`config.mk`:
```
export PLATFORM = sky130hd
export DESIGN_NAME = video_window_src
export DESIGN_NICKNAME = d
export VERILOG_FILES = /design/src/rtl/video_window_src_pkg.sv /design/src/rtl/video_bar_gen.sv /design/src/rtl/video_window_src.sv
export SDC_FILE = /design/constraint.sdc
export NUM_CORES = 1
export LEC_CHECK = 0
export BUFFER_PORTS_ARGS = -buffer_cell sky130_fd_sc_hd__buf_2
export CORE_ASPECT_RATIO = 1.4
export CORE_MARGIN = 10
export CORE_UTILIZATION = 35
export DETAILED_ROUTE_END_ITERATION = 6
export PLACE_DENSITY = 0.54
export SETUP_SLACK_MARGIN = 0.4
export SLEW_MARGIN = 15
export SYNTH_ARGS = -nofsm -noshare
export SYNTH_HDL_FRONTEND = slang
export SYNTH_SLANG_ARGS = --single-unit
```
`constraint.sdc`:
```
create_clock -name pixel_clk -period 2.9 [get_ports pixel_clk]
set_clock_uncertainty 0.15 [all_clocks]
set_input_delay 0.29 -clock pixel_clk [delete_from_list [all_inputs] [get_ports pixel_clk]]
set_output_delay 0.29 -clock pixel_clk [all_outputs]
set_load 0.03 [all_outputs]
```
`src/rtl/video_window_src_pkg.sv`:
```
// Shared constants for the video window source: raster/image defaults, RGB565 bar palette,
// FSM and pixel-select encodings.
package video_window_src_pkg;

    localparam int unsigned CNT_W = 11;
    localparam int unsigned PIX_W = 16;

    localparam int unsigned DISP_H_DEF = 1024;
    localparam int unsigned DISP_V_DEF = 768;
    localparam int unsigned IMG_H_DEF  = 640;
    localparam int unsigned IMG_V_DEF  = 480;

    localparam logic [PIX_W-1:0] BORDER_DEF  = 16'h0000;

    localparam logic [PIX_W-1:0] RGB_WHITE   = 16'hFFFF;
    localparam logic [PIX_W-1:0] RGB_YELLOW  = 16'hFFE0;
    localparam logic [PIX_W-1:0] RGB_CYAN    = 16'h07FF;
    localparam logic [PIX_W-1:0] RGB_GREEN   = 16'h07E0;
    localparam logic [PIX_W-1:0] RGB_MAGENTA = 16'hF81F;
    localparam logic [PIX_W-1:0] RGB_RED     = 16'hF800;
    localparam logic [PIX_W-1:0] RGB_BLUE    = 16'h001F;
    localparam logic [PIX_W-1:0] RGB_BLACK   = 16'h0000;

    typedef enum logic [1:0] {
        ST_IDLE,
        ST_WAIT_VS,
        ST_ACTIVE
    } state_e;

    typedef enum logic [1:0] {
        SEL_BORDER,
        SEL_BAR,
        SEL_FIFO
    } pix_sel_e;

    // Bar index 0..7, left to right.
    function automatic logic [PIX_W-1:0] bar_color(input logic [2:0] idx);
        logic [PIX_W-1:0] c;
        case (idx)
            3'd0:    c = RGB_WHITE;
            3'd1:    c = RGB_YELLOW;
            3'd2:    c = RGB_CYAN;
            3'd3:    c = RGB_GREEN;
            3'd4:    c = RGB_MAGENTA;
            3'd5:    c = RGB_RED;
            3'd6:    c = RGB_BLUE;
            default: c = RGB_BLACK;
        endcase
        return c;
    endfunction

endpackage

```
`src/rtl/video_bar_gen.sv`:
```
// Colour-bar generator: window-relative column in, registered RGB565 bar colour out one cycle later.
module video_bar_gen
    import video_window_src_pkg::*;
#(
    parameter int unsigned IMG_H = IMG_H_DEF
) (
    input  logic             pixel_clk,
    input  logic             sys_rst_n,
    input  logic [CNT_W-1:0] col_i,
    output logic [PIX_W-1:0] color_o
);

    localparam int unsigned BAR_W = ((IMG_H / 8) > 0) ? (IMG_H / 8) : 1;

    logic [CNT_W-1:0] idx_full;
    logic [2:0]       idx;
    logic [PIX_W-1:0] color_q;

    // Columns past the eighth full bar (IMG_H not a multiple of 8) stay in the last bar.
    always_comb begin
        idx_full = col_i / CNT_W'(BAR_W);
        idx      = (idx_full > CNT_W'(7)) ? 3'd7 : idx_full[2:0];
    end

    always_ff @(posedge pixel_clk or negedge sys_rst_n) begin
        if (!sys_rst_n) begin
            color_q <= RGB_BLACK;
        end else begin
            color_q <= bar_color(idx);
        end
    end

    assign color_o = color_q;

endmodule

```
`src/rtl/video_window_src.sv`:
```
// Pixel source for the HDMI timing driver: centres the camera image in the raster,
// fills the border, optionally substitutes colour bars, and tracks FIFO underflow.
module video_window_src
    import video_window_src_pkg::*;
#(
    parameter int unsigned      DISP_H       = DISP_H_DEF,
    parameter int unsigned      DISP_V       = DISP_V_DEF,
    parameter int unsigned      IMG_H        = IMG_H_DEF,
    parameter int unsigned      IMG_V        = IMG_V_DEF,
    parameter logic [PIX_W-1:0] BORDER_COLOR = BORDER_DEF
) (
    input  logic             pixel_clk,
    input  logic             sys_rst_n,
    input  logic             video_vs_i,
    input  logic             data_req_i,
    input  logic             src_ready_i,
    input  logic             pattern_en_i,
    output logic             fifo_rd_en_o,
    input  logic [PIX_W-1:0] fifo_q_i,
    input  logic             fifo_empty_i,
    output logic             fifo_flush_o,
    output logic [PIX_W-1:0] pixel_data_o,
    output logic             underflow_o
);

    localparam int unsigned H_OFS = (DISP_H - IMG_H) / 2;
    localparam int unsigned V_OFS = (DISP_V - IMG_V) / 2;

    localparam logic [CNT_W-1:0] COL_LO  = CNT_W'(H_OFS);
    localparam logic [CNT_W-1:0] COL_HI  = CNT_W'(H_OFS + IMG_H - 1);
    localparam logic [CNT_W-1:0] ROW_LO  = CNT_W'(V_OFS);
    localparam logic [CNT_W-1:0] ROW_HI  = CNT_W'(V_OFS + IMG_V - 1);
    localparam logic [CNT_W-1:0] CNT_MAX = '1;

    state_e           state_q;
    pix_sel_e         sel_q;
    logic             vs_q;
    logic             req_q;
    logic [CNT_W-1:0] col_q, col_d;
    logic [CNT_W-1:0] row_q, row_d;
    logic             pattern_q;
    logic             flush_q;
    logic             underflow_q;

    logic             vs_fall_c;
    logic             req_fall_c;
    logic             active_c;
    logic             in_window_c;
    logic             fifo_rd_en_c;
    logic [PIX_W-1:0] bar_color_c;

    assign vs_fall_c    = vs_q & ~video_vs_i;
    assign req_fall_c   = req_q & ~data_req_i;
    assign active_c     = (state_q == ST_ACTIVE);
    assign in_window_c  = (col_q >= COL_LO) && (col_q <= COL_HI) &&
                          (row_q >= ROW_LO) && (row_q <= ROW_HI);
    assign fifo_rd_en_c = active_c & data_req_i & in_window_c & ~pattern_q;

    // Raster position of the current request; saturating, cleared at field start.
    always_comb begin
        col_d = col_q;
        row_d = row_q;
        if (data_req_i) begin
            if (col_q != CNT_MAX) begin
                col_d = col_q + CNT_W'(1);
            end
        end else begin
            col_d = '0;
        end
        if (req_fall_c && (row_q != CNT_MAX)) begin
            row_d = row_q + CNT_W'(1);
        end
        if (vs_fall_c) begin
            col_d = '0;
            row_d = '0;
        end
    end

    always_ff @(posedge pixel_clk or negedge sys_rst_n) begin
        if (!sys_rst_n) begin
            vs_q  <= 1'b0;
            req_q <= 1'b0;
            col_q <= '0;
            row_q <= '0;
        end else begin
            vs_q  <= video_vs_i;
            req_q <= data_req_i;
            col_q <= col_d;
            row_q <= row_d;
        end
    end

    // Frame sequencing; losing the source overrides everything, including a coincident field start.
    always_ff @(posedge pixel_clk or negedge sys_rst_n) begin
        if (!sys_rst_n) begin
            state_q     <= ST_IDLE;
            pattern_q   <= 1'b0;
            flush_q     <= 1'b0;
            underflow_q <= 1'b0;
        end else begin
            flush_q <= 1'b0;
            if (!src_ready_i) begin
                state_q <= ST_IDLE;
            end else begin
                case (state_q)
                    ST_IDLE: begin
                        state_q <= ST_WAIT_VS;
                    end
                    ST_WAIT_VS: begin
                        if (vs_fall_c) begin
                            state_q     <= ST_ACTIVE;
                            flush_q     <= 1'b1;
                            pattern_q   <= pattern_en_i;
                            underflow_q <= 1'b0;
                        end
                    end
                    ST_ACTIVE: begin
                        if (vs_fall_c) begin
                            flush_q   <= 1'b1;
                            pattern_q <= pattern_en_i;
                        end
                    end
                    default: begin
                        state_q <= ST_IDLE;
                    end
                endcase
            end
            if (fifo_rd_en_c && fifo_empty_i) begin
                underflow_q <= 1'b1;
            end
        end
    end

    // Source choice for the pixel answered in the next cycle.
    always_ff @(posedge pixel_clk or negedge sys_rst_n) begin
        if (!sys_rst_n) begin
            sel_q <= SEL_BORDER;
        end else begin
            sel_q <= SEL_BORDER;
            if (data_req_i && active_c && in_window_c) begin
                if (pattern_q) begin
                    sel_q <= SEL_BAR;
                end else if (!fifo_empty_i) begin
                    sel_q <= SEL_FIFO;
                end
            end
        end
    end

    video_bar_gen #(
        .IMG_H (IMG_H)
    ) u_bar_gen (
        .pixel_clk (pixel_clk),
        .sys_rst_n (sys_rst_n),
        .col_i     (col_q - COL_LO),
        .color_o   (bar_color_c)
    );

    // FIFO data arrives the cycle after the read, so the final mux follows the registered select.
    always_comb begin
        pixel_data_o = BORDER_COLOR;
        case (sel_q)
            SEL_BAR:  pixel_data_o = bar_color_c;
            SEL_FIFO: pixel_data_o = fifo_q_i;
            default:  pixel_data_o = BORDER_COLOR;
        endcase
    end

    assign fifo_rd_en_o = fifo_rd_en_c;
    assign fifo_flush_o = flush_q;
    assign underflow_o  = underflow_q;

endmodule

```
Yosys cells after proc, flatten, opt, wreduce, memory -nomap -nowiden
Index checks and enable logic that the tools add are counted.
{ "op_classes": {"n_div": 1, "add_sub_neg": 3, "n_lt_le_gt_ge": 5, "eq_ne": 15, "n_mux": 21, "n_reduce_logical": 17, "n_bitwise": 8} }
{ "op_table": {"columns": ["operator", "n"], "rows": [
  ["$pmux W16 S7", 1],
  ["$mux W11", 5],
  ["$pmux W16 S2", 1],
  ["$add A11 B1 Y11 const B", 2],
  ["$ge A11 B8 Y1 const B", 2],
  ["$le A11 B10 Y1 const B", 2],
  ["$ne A11 B11 Y1 const B", 2],
  ["$div A11 B7 Y11 const B", 1],
  ["$gt A11 B3 Y1 const B", 1],
  ["$sub A11 B8 Y11 const B", 1],
  ["$mux W2", 5],
  ["$eq A3 B3 Y1 const B", 3],
  ["$reduce_bool A2 Y1", 4],
  ["$logic_and A1 B1 Y1", 7],
  ["$mux W1", 7],
  ["$eq A3 B2 Y1 const B", 2],
  ["$pmux W2 S3", 1],
  ["$reduce_and A3 Y1", 2],
  ["$and A1 B1 Y1", 5],
  ["$eq A2 B1 Y1 const B", 2],
  ["$eq A2 B2 Y1 const B", 2],
  ["$eq A3 B1 Y1 const B", 1],
  ["$logic_not A3 Y1", 1],
  ["$mux W3", 1],
  ["7 further kinds", 9]
]} }
{ "totals": {"register_bits": 47, "in_bits": 23, "output_inout_bits": 19, "word_cells": 80} }

Longest topological paths before layout
Gate-level depths: netlist of run 1.
{ "logic_depth": {"ltp_word": 9, "mapped_depth": 10, "mapped_depth_nobuf": 9} }

Modules after synthesis
A second synthesis of run 1 with hierarchy kept.
{ "unflattened": {"hier_cells": 274, "hier_area_um2": 2514.9} }
{ "modules_own_cells": {"columns": ["module", "seq_area_each_um2", "cells_per_inst", "area_each_um2", "n_inst"], "rows": [
  ["video_window_src", 775.7, 224, 2087.0, 1],
  ["video_bar_gen", 75.1, 50, 427.9, 1]
]} }

Worst setup path before layout of run 1
Ideal clock, no wire load.
{ "synth_timing": {"kind": "reg-to-reg", "startpoint": "register col_q[0]", "endpoint": "register underflow_q, in the netlist underflow_o", "arrival_ps": 2116, "path_stages_with_launch": 10, "slack_ps": 567, "setup_ps": 66, "synth_period_minus_slack_ps": 2333, "required_ps": 2684, "n_path_buf": 0, "path_cell_list": "dfrtp_1 inv_1 ha_1 nor4b_1 nand3b_1 nand3b_1 nand4_1 or3_1 nor2_1 a22o_1"} }
{ "synth_via": {"elab_chain_len": 9, "elab_cells_between_ends": 13, "cone_classes": "order compare (2); mux (1); bitwise (2); reduce/logical (8)"} }
{ "synth_rtl": {"columns": ["item", "line_no", "rtl"], "rows": [
  ["start: declaration", "video_window_src.sv:39", "logic [CNT_W-1:0] col_q, col_d;"],
  ["start signal: assignment", "video_window_src.sv:88", "col_q <= col_d;"],
  ["$ge A11 B8 Y1 or $le A11 B10 Y1 (tied branches)", "video_window_src.sv:55", "assign in_window_c = (col_q >= COL_LO) && (col_q <= COL_HI) &&"],
  ["$logic_and A1 B1 Y1 (*) (2 in a row)", "video_window_src.sv:55", null],
  ["$logic_and A1 B1 Y1 (*)", "video_window_src.sv:56", "(row_q >= ROW_LO) && (row_q <= ROW_HI);"],
  ["$and A1 B1 Y1 (*) (2 in a row)", "video_window_src.sv:57", "assign fifo_rd_en_c = active_c & data_req_i & in_window_c & ~pattern_q;"],
  ["via fifo_rd_en_o", "video_window_src.sv:18", "output logic fifo_rd_en_o,"],
  ["$logic_and A1 B1 Y1 (*)", "video_window_src.sv:128", "if (fifo_rd_en_c && fifo_empty_i) begin"],
  ["$reduce_bool A2 Y1 (no line)", null, null],
  ["$reduce_and A3 Y1 (no line)", null, null],
  ["end signal: assignment", "video_window_src.sv:99", "underflow_q <= 1'b0;"],
  ["end signal: assignment", "video_window_src.sv:114", "underflow_q <= 1'b0;"],
  ["end signal: assignment", "video_window_src.sv:129", "underflow_q <= 1'b1;"],
  ["end: declaration", "video_window_src.sv:43", "logic underflow_q;"]
]} }
Mark *: on every way through the listed nets, which the timed path passes. The rest lies on a longest branch.
A chain may end at the register's enable or synchronous reset.

Final worst setup path of run 1
{ "layout_timing": {"startpoint": "register col_q[6]", "endpoint": "output port fifo_rd_en_o"} }
{ "layout_via": {"elab_chain_len": 6, "elab_cells_between_ends": 7, "cone_classes": "order compare (2); bitwise (2); reduce/logical (3)"} }
{ "layout_rtl": {"columns": ["item", "line_no"], "rows": [
  ["$ge A11 B8 Y1 or $le A11 B10 Y1 (tied branches)", "video_window_src.sv:55"],
  ["$logic_and A1 B1 Y1 (*) (2 in a row)", "video_window_src.sv:55"],
  ["$logic_and A1 B1 Y1 (*)", "video_window_src.sv:56"],
  ["$and A1 B1 Y1 (*) (2 in a row)", "video_window_src.sv:57"],
  ["end: declaration", "video_window_src.sv:18"]
]} }
Mark *: on every way between the ends. The rest lies on a longest branch, timed or not.

==> results.toml, run 1 <==
[status]
outcome = "complete, no violations"

[die]
rows = 35
design.core.area_mm2 = 0.00661
dieArea_mm2 = 0.0106
die_height_um = 118
die_x_um = 89.8
initial_core_util_pct = 36.1
io_pins = 42

[setup_path]
end_kind = "primary output"
arrival_ns = 2.02
crit_path_start_kind = "register"
crit_type = "register to primary output"
worstPathMaxFanout = 6
crit_required_ns = 2.46

[synth]
synth_warnings = 0
synth_edf_count = 0
synth.largest_area_cell = "dfrtp_1"
ys_types = 54
synth.yosys.seq_area_share_pct = 35.6
synthTopCellsByArea = "dfrtp_1 (36%), ha_1 (6.8%), nand2_1 (6.4%)"
ys.flop_type = "dfrtp_1"
synth_seq_cells = 34
syn_nets = 318
syn_area_mm2 = 0.00239
syn-instance-count = 282
yosysTopAreaCellShare_pct = 35.6
ys_async_sr_fraction_pct = 100
syn_area_per_cell_um2 = 8.47

[run]
drv_cap = 0

[route]
vias = 2134
ant_nets = 0
vias_per_cell = 5.01
drt-wirelength-per-cell_um = 13.6
drc_errors = 0
drt_iter0_markers = 85
drt_first_pass_iters = 5
drt-total-wl_mm = 5.80

[placed_design]
numPortBuffers = 41
place_congestion = 0.861
post-dp-hpwl_mm = 4.15

[worst_hold_path]
hp-class = "input port to register"

[finish]
diodes = 0
layout.nets = 369
drive_gt1_share_pct = 27.5
area_growth_pct = 22.3
utilization_pct = 44.2

[timing]
worst_slew_pin_slew_ns = 0.788
grt_setup_unrepaired = "true"
finalCritPeriodShare_pct = 84.9
finalSetupViolCount = 0
period_minus_slack_ns = 2.46
setup_tns_ns = 0
hold_viol = 0
fmax_ghz = 0.406
slew_viol_final = 0
relSlewSlack_pct = 47.4

[global_route]
antenna_found_initial = 0
grt_pass1_vias = 2192
track_usage_pct = 10.9
grt_max_degree = 35
globalRoute.totalOverflow = 0
grt_pass1_wl_mm = 9.97

[clock_tree]
root_buffer = "clkbuf_8"
clk_path_buf_depth = 2
clk_pin_slew_worst_paths_ns = 0.07
cts_buffers = 5
cts_max_level = 2
clock_sinks = 34
cts_tree = "built"
clk_latency_ns = 0.29

[power_and_ir_drop]
p_leak_nw = 1.28
ir_worst_vdd_uv = 285
p_per_area_mw_per_mm2 = 389
fin_total_pwr_mw = 1.14
==> power breakdown <==
| part | internal [mW] | switching [mW] | total, mW |
|---|---|---|---|
| logic | 0.0765 | 0.0941 | 0.171 |
| registers | 0.504 | 0.0295 | 0.534 |
| clock network | 0.253 | 0.180 | 0.432 |
| total | 0.834 | 0.303 | 1.14 |
==> final timing paths <==
path	end	from	slack (ns)	cells past startpoint
worst max register to register	u_bar_gen.color_o[4]	col_q[6]	0.54	7
worst max-delay path	fifo_rd_en_o	col_q[6]	0.44	6
worst min register to register	underflow_o	underflow_o	0.35	1
max in group asynchronous	col_q[4]	sys_rst_n	1.58	2
min in group asynchronous	col_q[10]	sys_rst_n	0.47	2
worst min-delay path	sel_q[1]	fifo_empty_i	0.02	2
==> cell usage in the layout (no fill, tap or decap), drive strengths merged, types with 6 or more instances in the layout <==
cell type / n
a21oi: 29
buf: 55
clkbuf: 6
dfrtp: 34
ha: 13
inv: 13
nand2: 41
nand3: 6
nand4: 9
nor2: 33
nor3: 9
o21ai: 6
xnor2: 9
xor2: 10
==> kinds of logic after synthesis <==
logic type               after synthesis  synth area share (%)
AO/OA/AOI/OAI                         59                  16.8
AND/OR/NAND/NOR                      129                  26.8
multiplexers                           1                 0.472
adder cells (fa/ha/maj)               13                  6.81
XOR/XNOR                              19                  7.29
flip-flops                            34                  35.6
buffers and inverters                 27                  6.24
==> worst max-delay path: stages, from the launching register on <==
cell	delay, ns
dfrtp_2	0.47
clkbuf_2	0.17
o311ai_1	0.33
a41oi_1	0.11
or3_4	0.42
nor2_4	0.10
buf_6	0.13
==> layer usage <==
| layer | up-vias | global-route usage (%) | share of wire, % |
|---|---|---|---|
| met1 | 995 | 11.5 | 43 |
| met3 | 10 | 2.68 | 3.8 |
| met4 | 0 | 4.26 | 1.7 |
| li1 | 1088 | - | - |
| met5 | - | 0 | 0 |
| met2 | 41 | 19.9 | 51 |
==> timing repair <==
| action | in CTS | in global routing |
|---|---|---|
| setup endpoints to repair | 2 | 2 |
| buffers inserted | 10 | 3 |
| pin swaps | 6 | 3 |
| hold buffers | 2 | 0 |
| resized for setup | 21 | 2 |
| endpoints found under the hold margin | 35 | 0 |
==> layout make-up <==
class                   instances  area [um^2]
flip-flops and latches         34          858
clock buffers                   5         68.8
multi-input cells             221         1450
repair buffers                 58          342
fillers                       675         3690
inverters                      13         48.8
clock inverters                 3         40.0
well taps                      92          115
==> cells in the mapped netlist, types with 2 or more instances <==
master / instances
nor2_1: 33
or3_1: 2
nor4b_1: 2
buf_6: 4
nand4_1: 9
buf_2: 2
o21ai_0: 6
nand2b_1: 4
clkbuf_1: 6
nor3_1: 9
ha_1: 13
a21oi_2: 3
nand3b_1: 2
nor4_1: 2
a21oi_1: 26
o21bai_1: 2
inv_1: 13
xor2_1: 9
a31oi_1: 4
and2_1: 4
dfrtp_1: 34
nand3_1: 6
xnor2_1: 9
o211ai_1: 2
nand4b_1: 2
nor2b_1: 5
nand2_1: 41
and3_1: 2
==> registers in the layout, indices dropped and copies added (netlist names) <==
signal and count:
state_q 2, pattern_q 1, sel_q 2, row_q 11, underflow_o 1, fifo_flush_o 1
req_q 1, col_q 11, u_bar_gen.color_o 3, vs_q 1
==> per-stage QoR <==
stage | std cells | hold slack, ns | setup slack, ns | cell area, um^2
global route | 426 | 0.00645 | 0.339 | 2920
global placement | 403 | 0.274 | 0.324 | 2620
CTS | 423 | 0.00972 | 0.391 | 2900
finish | 426 | 0.0216 | 0.437 | 2920
detailed placement | 403 | 0.272 | 0.257 | 2620
floorplan | 282 | -0.156 | 0.567 | 2390
No activity file was read; power rests on OpenSTA's default activity.
==> run 2: changes to the inputs <==
- clock period: 2.9 -> 2.3 ns (I/O delays scaled with it)
==> run 2 against run 1 <==
Compared with the run above:
- the flow now finishes with violations (negative setup slack)
- worst setup slack lost 0.56 ns
- register-to-register slack lost 0.59 ns
- count of clock-buffer cells in the layout is the same
- sequential power grew 27%
- flip-flop and latch count is the same
- combinational power grew 49%
- sequential share of layout area shrank 6.5 points
- hold slack gained 0.0018 ns
- wire length grew 16%
- first-iteration DRC count grew 110%
- utilization grew 12 points
- cell count grew 14%
- critical path type unchanged
- largest power group unchanged
- highest routed layer unchanged
==> results.toml, run 2 (synthesized netlist as in run 1, its figures left out) <==
[status]
outcome = "complete, but fails checks"
violations = "negative setup slack"

[finish]
utilization_pct = 56.5
layout.nets = 429
diodes = 0
area_growth_pct = 56.4
final_area_mm2 = 0.00373
drive_gt1_share_pct = 48.9
multi_input_comb_area_mm2 = 0.00176
fillers = 572
mostFrequentLayoutCell = "buf_4"
layout_common_cells = "buf_4 (56), buf_2 (36), nand2_1 (35)"
regArea_um2 = 855

[global_route]
track_usage_pct = 12.3
grt_pass1_wl_mm = 11.3
globalRoute.totalOverflow = 0
grt_pass1_vias = 2423
grt_max_degree = 35
antenna_found_initial = 0

[clock_tree]
cts_max_level = 2
clk_pin_slew_worst_paths_ns = 0.07
clock_sinks = 34
cts_buffers = 5
root_buffer = "clkbuf_8"
clk_latency_ns = 0.29
clk_path_buf_depth = 2
cts_tree = "built"

[timing]
layout_setup_ws_ns = -0.120
finalCritPeriodShare_pct = 105
worst_slew_pin_slew_ns = 0.795
grt_setup_unrepaired = "true"
fmax_ghz = 0.413
slew_viol_final = 0
finalSetupViolCount = 4
hold_viol = 0
period_minus_slack_ns = 2.42
relSlewSlack_pct = 47.0
hold_ws_ns = 0.0234

[route]
vias = 2386
vias_per_cell = 4.92
drc_errors = 0
ant_nets = 0
drt_first_pass_iters = 4
drt-total-wl_mm = 6.71
drt-wirelength-per-cell_um = 13.8
drt_iter0_markers = 177

[run]
drv_cap = 0

[power_and_ir_drop]
seqPwrFrac_pct = 49.9
p_per_area_mw_per_mm2 = 363
clockPowerShare_pct = 31.2
power_switching_share_pct = 29.0
p_int_mw = 0.962
p_leak_nw = 1.65
ir_worst_vdd_uv = 309
combPwrFrac_pct = 18.8
net-switching-power_mw = 0.394

[die]
die_x_um = 89.8
rows = 35
io_pins = 42
die_height_um = 118
dieArea_mm2 = 0.0106
initial_core_util_pct = 36.1
design.core.area_mm2 = 0.00661

[worst_hold_path]
min-delay-start = "pattern_en_i"
hp-class = "input port to register"
hold_depth = 2
whs_endpoint = "pattern_q"

[placed_design]
dpl_cell_area_mm2 = 0.00292
place_congestion = 0.810
pre_cts_slack_ns = 0.0415
post-dp-hpwl_mm = 4.55
numPortBuffers = 41

[setup_path]
worst_r2r_endpoint = "sel_q[1]"
crit_required_ns = 1.92
reg2reg_from = "col_q[1]"
reg2reg_depth = 13
worstPathMaxFanout = 3
end_kind = "primary output"
reg2reg_slack_ns = -0.05
crit_type = "register to primary output"
arrival_ns = 2.04
crit_path_start_kind = "register"
==> run 2: worst max-delay path, cell delays in order (launching register included) <==
cell	delay, ns
dfrtp_1	0.41
inv_2	0.09
ha_4	0.12
nor4b_4	0.16
nand3b_1	0.10
nand3b_1	0.11
nand4_1	0.09
or3_4	0.40
nor2_4	0.11
buf_6	0.14
==> run 2: final cells by class <==
type | instances | area share [%]
Timing Repair Buffer | 118 | 23.6
Tap cell | 92 | 3.08
Clock buffer | 5 | 1.84
Clock inverter | 2 | 0.268
Sequential cell | 34 | 22.9
Inverter | 13 | 1.31
Multi-Input combinational cell | 221 | 47.0
==> run 2: power groups by stage <==
| stage | clock network, mW | logic [mW] | registers, mW |
|---|---|---|---|
| 2_1_floorplan | 0 | 0.126 | 0.682 |
| 3_3_place_gp | 0 | 0.196 | 0.683 |
| 3_5_place_dp | 0 | 0.201 | 0.684 |
| 4_1_cts | 0.443 | 0.225 | 0.675 |
| 5_1_grt | 0.465 | 0.295 | 0.684 |
| 6_report | 0.423 | 0.255 | 0.677 |
==> run 2: repair_timing <==
item | in CTS | in global routing
setup endpoints to repair | 35 | 37
buffers inserted | 24 | 19
cloned | 0 | 0
hold buffers | 4 | 0
pin swaps | 23 | 22
gates resized for setup | 61 | 29
endpoints found under the hold margin | 37 | 0
==> run 2: metrics by stage <==
step	instances	TNS [ns]	power (mW)
after floorplan	282	0	0.809
after global placement	431	0	0.880
after detailed placement	431	0	0.886
after CTS	466	-0.107	1.34
after global routing	485	-0.724	1.44
final	485	-0.219	1.36
==> run 2: how the worst max path moves through the flow <==
stage | startpoint | to | slack, ns | cells after the start
2_1_floorplan | col_q[7] | u_bar_gen.color_o[4] | 0.09 | 10
3_3_place_gp | col_q[9] | u_bar_gen.color_o[4] | 0.06 | 6
3_5_place_dp | col_q[6] | u_bar_gen.color_o[4] | 0.04 | 7
4_1_cts | col_q[1] | fifo_rd_en_o | -0.1 | 9
5_1_grt | col_q[1] | fifo_rd_en_o | -0.24 | 9
6_report | col_q[1] | fifo_rd_en_o | -0.12 | 9
==> run 2: per-layer routing <==
layer / vias to the layer above / part of all wire [%] / routed length (um) / track usage (%)
met2: 49 / 53 / 3540 / 22.2
met5: - / 0 / 0 / 0
met1: 1123 / 41 / 2780 / 13.8
met3: 10 / 4.0 / 271 / 2.62
li1: 1204 / - / - / -
met4: 0 / 1.7 / 112 / 3.75
==> run 3: changes to the inputs <==
- ABC_AREA: unset -> 1
==> run 3 against run 2 <==
Compared with the run above:
- the run still ends with negative setup slack left
- clock power increased by 9.9%
- largest cell class unchanged
- critical endpoint is now u_bar_gen.color_o[4]
- wire length increased by 5.4%
- total power increased by 19%
- critical path depth increased by 11
- synthesized area increased by 3.3%
- via count increased by 11%
- sequential share of layout area decreased by 1.3 points
- design area increased by 6.1%
- sequential power increased by 4.3%
- cell count increased by 13%
- largest power group unchanged
- first-iteration DRC count decreased by 44%
==> results.toml, run 3 <==
[worst_hold_path]
min-delay-start = "pattern_en_i"
hp-class = "input port to register"

[setup_path]
slowest_delay_ns = 0.44
end_kind = "register"
crit_top_cell = "nand2_4"
critPathSlowestCell = "dfrtp_2"
crit_required_ns = 2.37
crit_buf_inv = 2
worstPathMaxFanout = 5
worstPathCellList = "ha_4 > nand2_2 > nand2_4 > inv_2 > nand3_2 > nand3_4 > nand2_4 > nand2_4 > nand2_2 > nand2_2 > inv_2 > nand2_4 > nand2_4 > nand2_4 > nand2_2 > nand2_2 > nand2_1 > a21oi_1 > nand3_1 > nor2_1"
crit_family = "simple AND/OR/NAND/NOR gates"
arrival_ns = 2.48
crit_type = "register to register"
reg2reg_from = "col_q[6]"
startpoint = "col_q[6]"
crit_path_start_kind = "register"

[synth]
synthSimpleGateAreaFrac_pct = 35.3
ys_types = 27
yosysTopAreaCellShare_pct = 34.5
synthAdderAreaFrac_pct = 6.60
ys.flop_type = "dfrtp_1"
syn_area_mm2 = 0.00247
synth_edf_count = 0
synth-xor-area-share_pct = 0
synth.largest_area_cell = "dfrtp_1"
synth.yosys.seq_area_share_pct = 34.5
ys_async_sr_fraction_pct = 100
synth_compound_area_share_pct = 13.9
syn_nets = 383
synth_warnings = 0
synth_top_family_by_area = "simple AND/OR/NAND/NOR gates"
synth_seq_cells = 34
synth.top_cells.by_count = "nand2_1 (78), inv_1 (44), a21oi_1 (35)"
syn-instance-count = 347
synth_mux_area_share_pct = 0
syn_area_per_cell_um2 = 7.11
yosysMostFrequentCell = "nand2_1"
synthTopCellsByArea = "dfrtp_1 (35%), nand2_1 (12%), a21oi_1 (7.1%)"

[placed_design]
dp_cells = 503
dpl_cell_area_mm2 = 0.00304
pre_cts_slack_ns = -0.130
post-dp-hpwl_mm = 4.93
numPortBuffers = 41
place_congestion = 0.861

[timing]
hold_ws_ns = 0.00423
setup_tns_ns = -0.106
layout_setup_ws_ns = -0.106
hold_viol = 0
slew_viol_final = 0
worst_slew_pin_slew_ns = 0.805
relSlewSlack_pct = 46.3
finalSetupViolCount = 1
finalCritPeriodShare_pct = 105
fmax_ghz = 0.416
grt_setup_unrepaired = "true"
period_minus_slack_ns = 2.41

[clock_tree]
clk_latency_ns = 0.29
cts_buffers = 5
clk_pin_slew_worst_paths_ns = 0.07
root_buffer = "clkbuf_8"
cts_tree = "built"
clock_sinks = 34
cts_max_level = 2
clk_path_buf_depth = 2

[global_route]
grt_pass1_wl_mm = 11.4
grt_max_degree = 35
track_usage_pct = 12.2
grt_pass1_vias = 2580
globalRoute.totalOverflow = 0
antenna_found_initial = 0

[power_and_ir_drop]
p_per_area_mw_per_mm2 = 406
fin_total_pwr_mw = 1.61
ir_worst_vdd_uv = 417
p_leak_nw = 1.87

[route]
drt-wirelength-per-cell_um = 12.9
vias = 2638
drc_errors = 0
ant_nets = 0
drt_first_pass_iters = 4
drt-total-wl_mm = 7.07
drt_iter0_markers = 99
vias_per_cell = 4.81

[die]
die_x_um = 90.9
dieArea_mm2 = 0.0109
initial_core_util_pct = 35.8
io_pins = 42
die_height_um = 119
design.core.area_mm2 = 0.00689
rows = 36

[finish]
drive_gt1_share_pct = 56.5
utilization_pct = 57.5
area_growth_pct = 60.6
layout.cells.non_filler = 548
fillers = 616
layout.nets = 488
final_area_mm2 = 0.00396
mostFrequentLayoutCell = "nand2_1"
diodes = 0
layout_common_cells = "nand2_1 (55), buf_4 (47), dfrtp_1 (30), buf_2 (30), inv_1 (28)"

[status]
violations = "negative setup slack"
outcome = "complete, but fails checks"

[run]
drv_cap = 0
[run 3: cell count changes in the layout (fill, tap and decap cells not counted), moves of 10 or more]
cell     change
inv_1       +18
nand2_4     +14
nor2_1      -14
inv_2       +18
nand2_1     +20
nand3_1     +15
nand3_2     +12
o21ai_2     +10
nand2_2     +19
[run 3: layout make-up]
cell class / count / area [um^2] / share of cell area, %
multi-input combinational: 252 / 1870 / 47.2
tap: 95 / 119 / 3.00
clock buffer: 6 / 82.6 / 2.08
clock inverter: 2 / 12.5 / 0.316
inverter: 53 / 210 / 5.31
timing repair buffer: 106 / 813 / 20.5
sequential: 34 / 856 / 21.6
[run 3: layer usage]
| layer | GRT usage (%) | wire length (um) | share of wire (%) | up-vias |
|---|---|---|---|---|
| met3 | 2.14 | 190 | 2.7 | 13 |
| li1 | - | - | - | 1341 |
| met2 | 23.2 | 4040 | 57 | 47 |
| met4 | 4.03 | 131 | 1.9 | 0 |
| met1 | 13.0 | 2710 | 38 | 1237 |
| met5 | 0 | 0 | 0 | - |
[run 3: final timing paths]
path	endpoint	slack [ns]	cells after the start
setup / recovery	u_bar_gen.color_o[4]	-0.11	20
setup reg to reg	u_bar_gen.color_o[4]	-0.11	20
hold / removal	pattern_q	0.004	3
hold reg to reg	sel_q[1]	0.32	1
min in group asynchronous	state_q[0]	0.41	2
max in group asynchronous	col_q[6]	1.02	2
[run 3: kinds of logic after synthesis]
logic type      count (synthesis)
flops                          34
compound gates                 63
buf+inv                        61
fa+ha+maj                      13
simple gates                  176
[run 3: timing repair]
action                                 CTS  global route
endpoints found under the hold margin   37             0
setup buffers                           14            19
pin swaps                               16            24
resized for setup                       62           108
hold buffers                             4             0
setup endpoints to repair               38            40
[run 3: worst register-to-register path, delay by kind of cell, from the launching register on]
kind            cells  cell delay, ns
flops               1            0.44
simple gates       16            1.32
buf+inv             2            0.12
compound gates      1            0.12
fa+ha+maj           1            0.19
[run 3: power breakdown]
part / internal, mW / leakage (nW) / switching (mW) / total, mW
Sequential: 0.659 / 0.454 / 0.0478 / 0.706
Combinational: 0.185 / 1.37 / 0.251 / 0.435
Clock: 0.241 / 0.0472 / 0.225 / 0.465
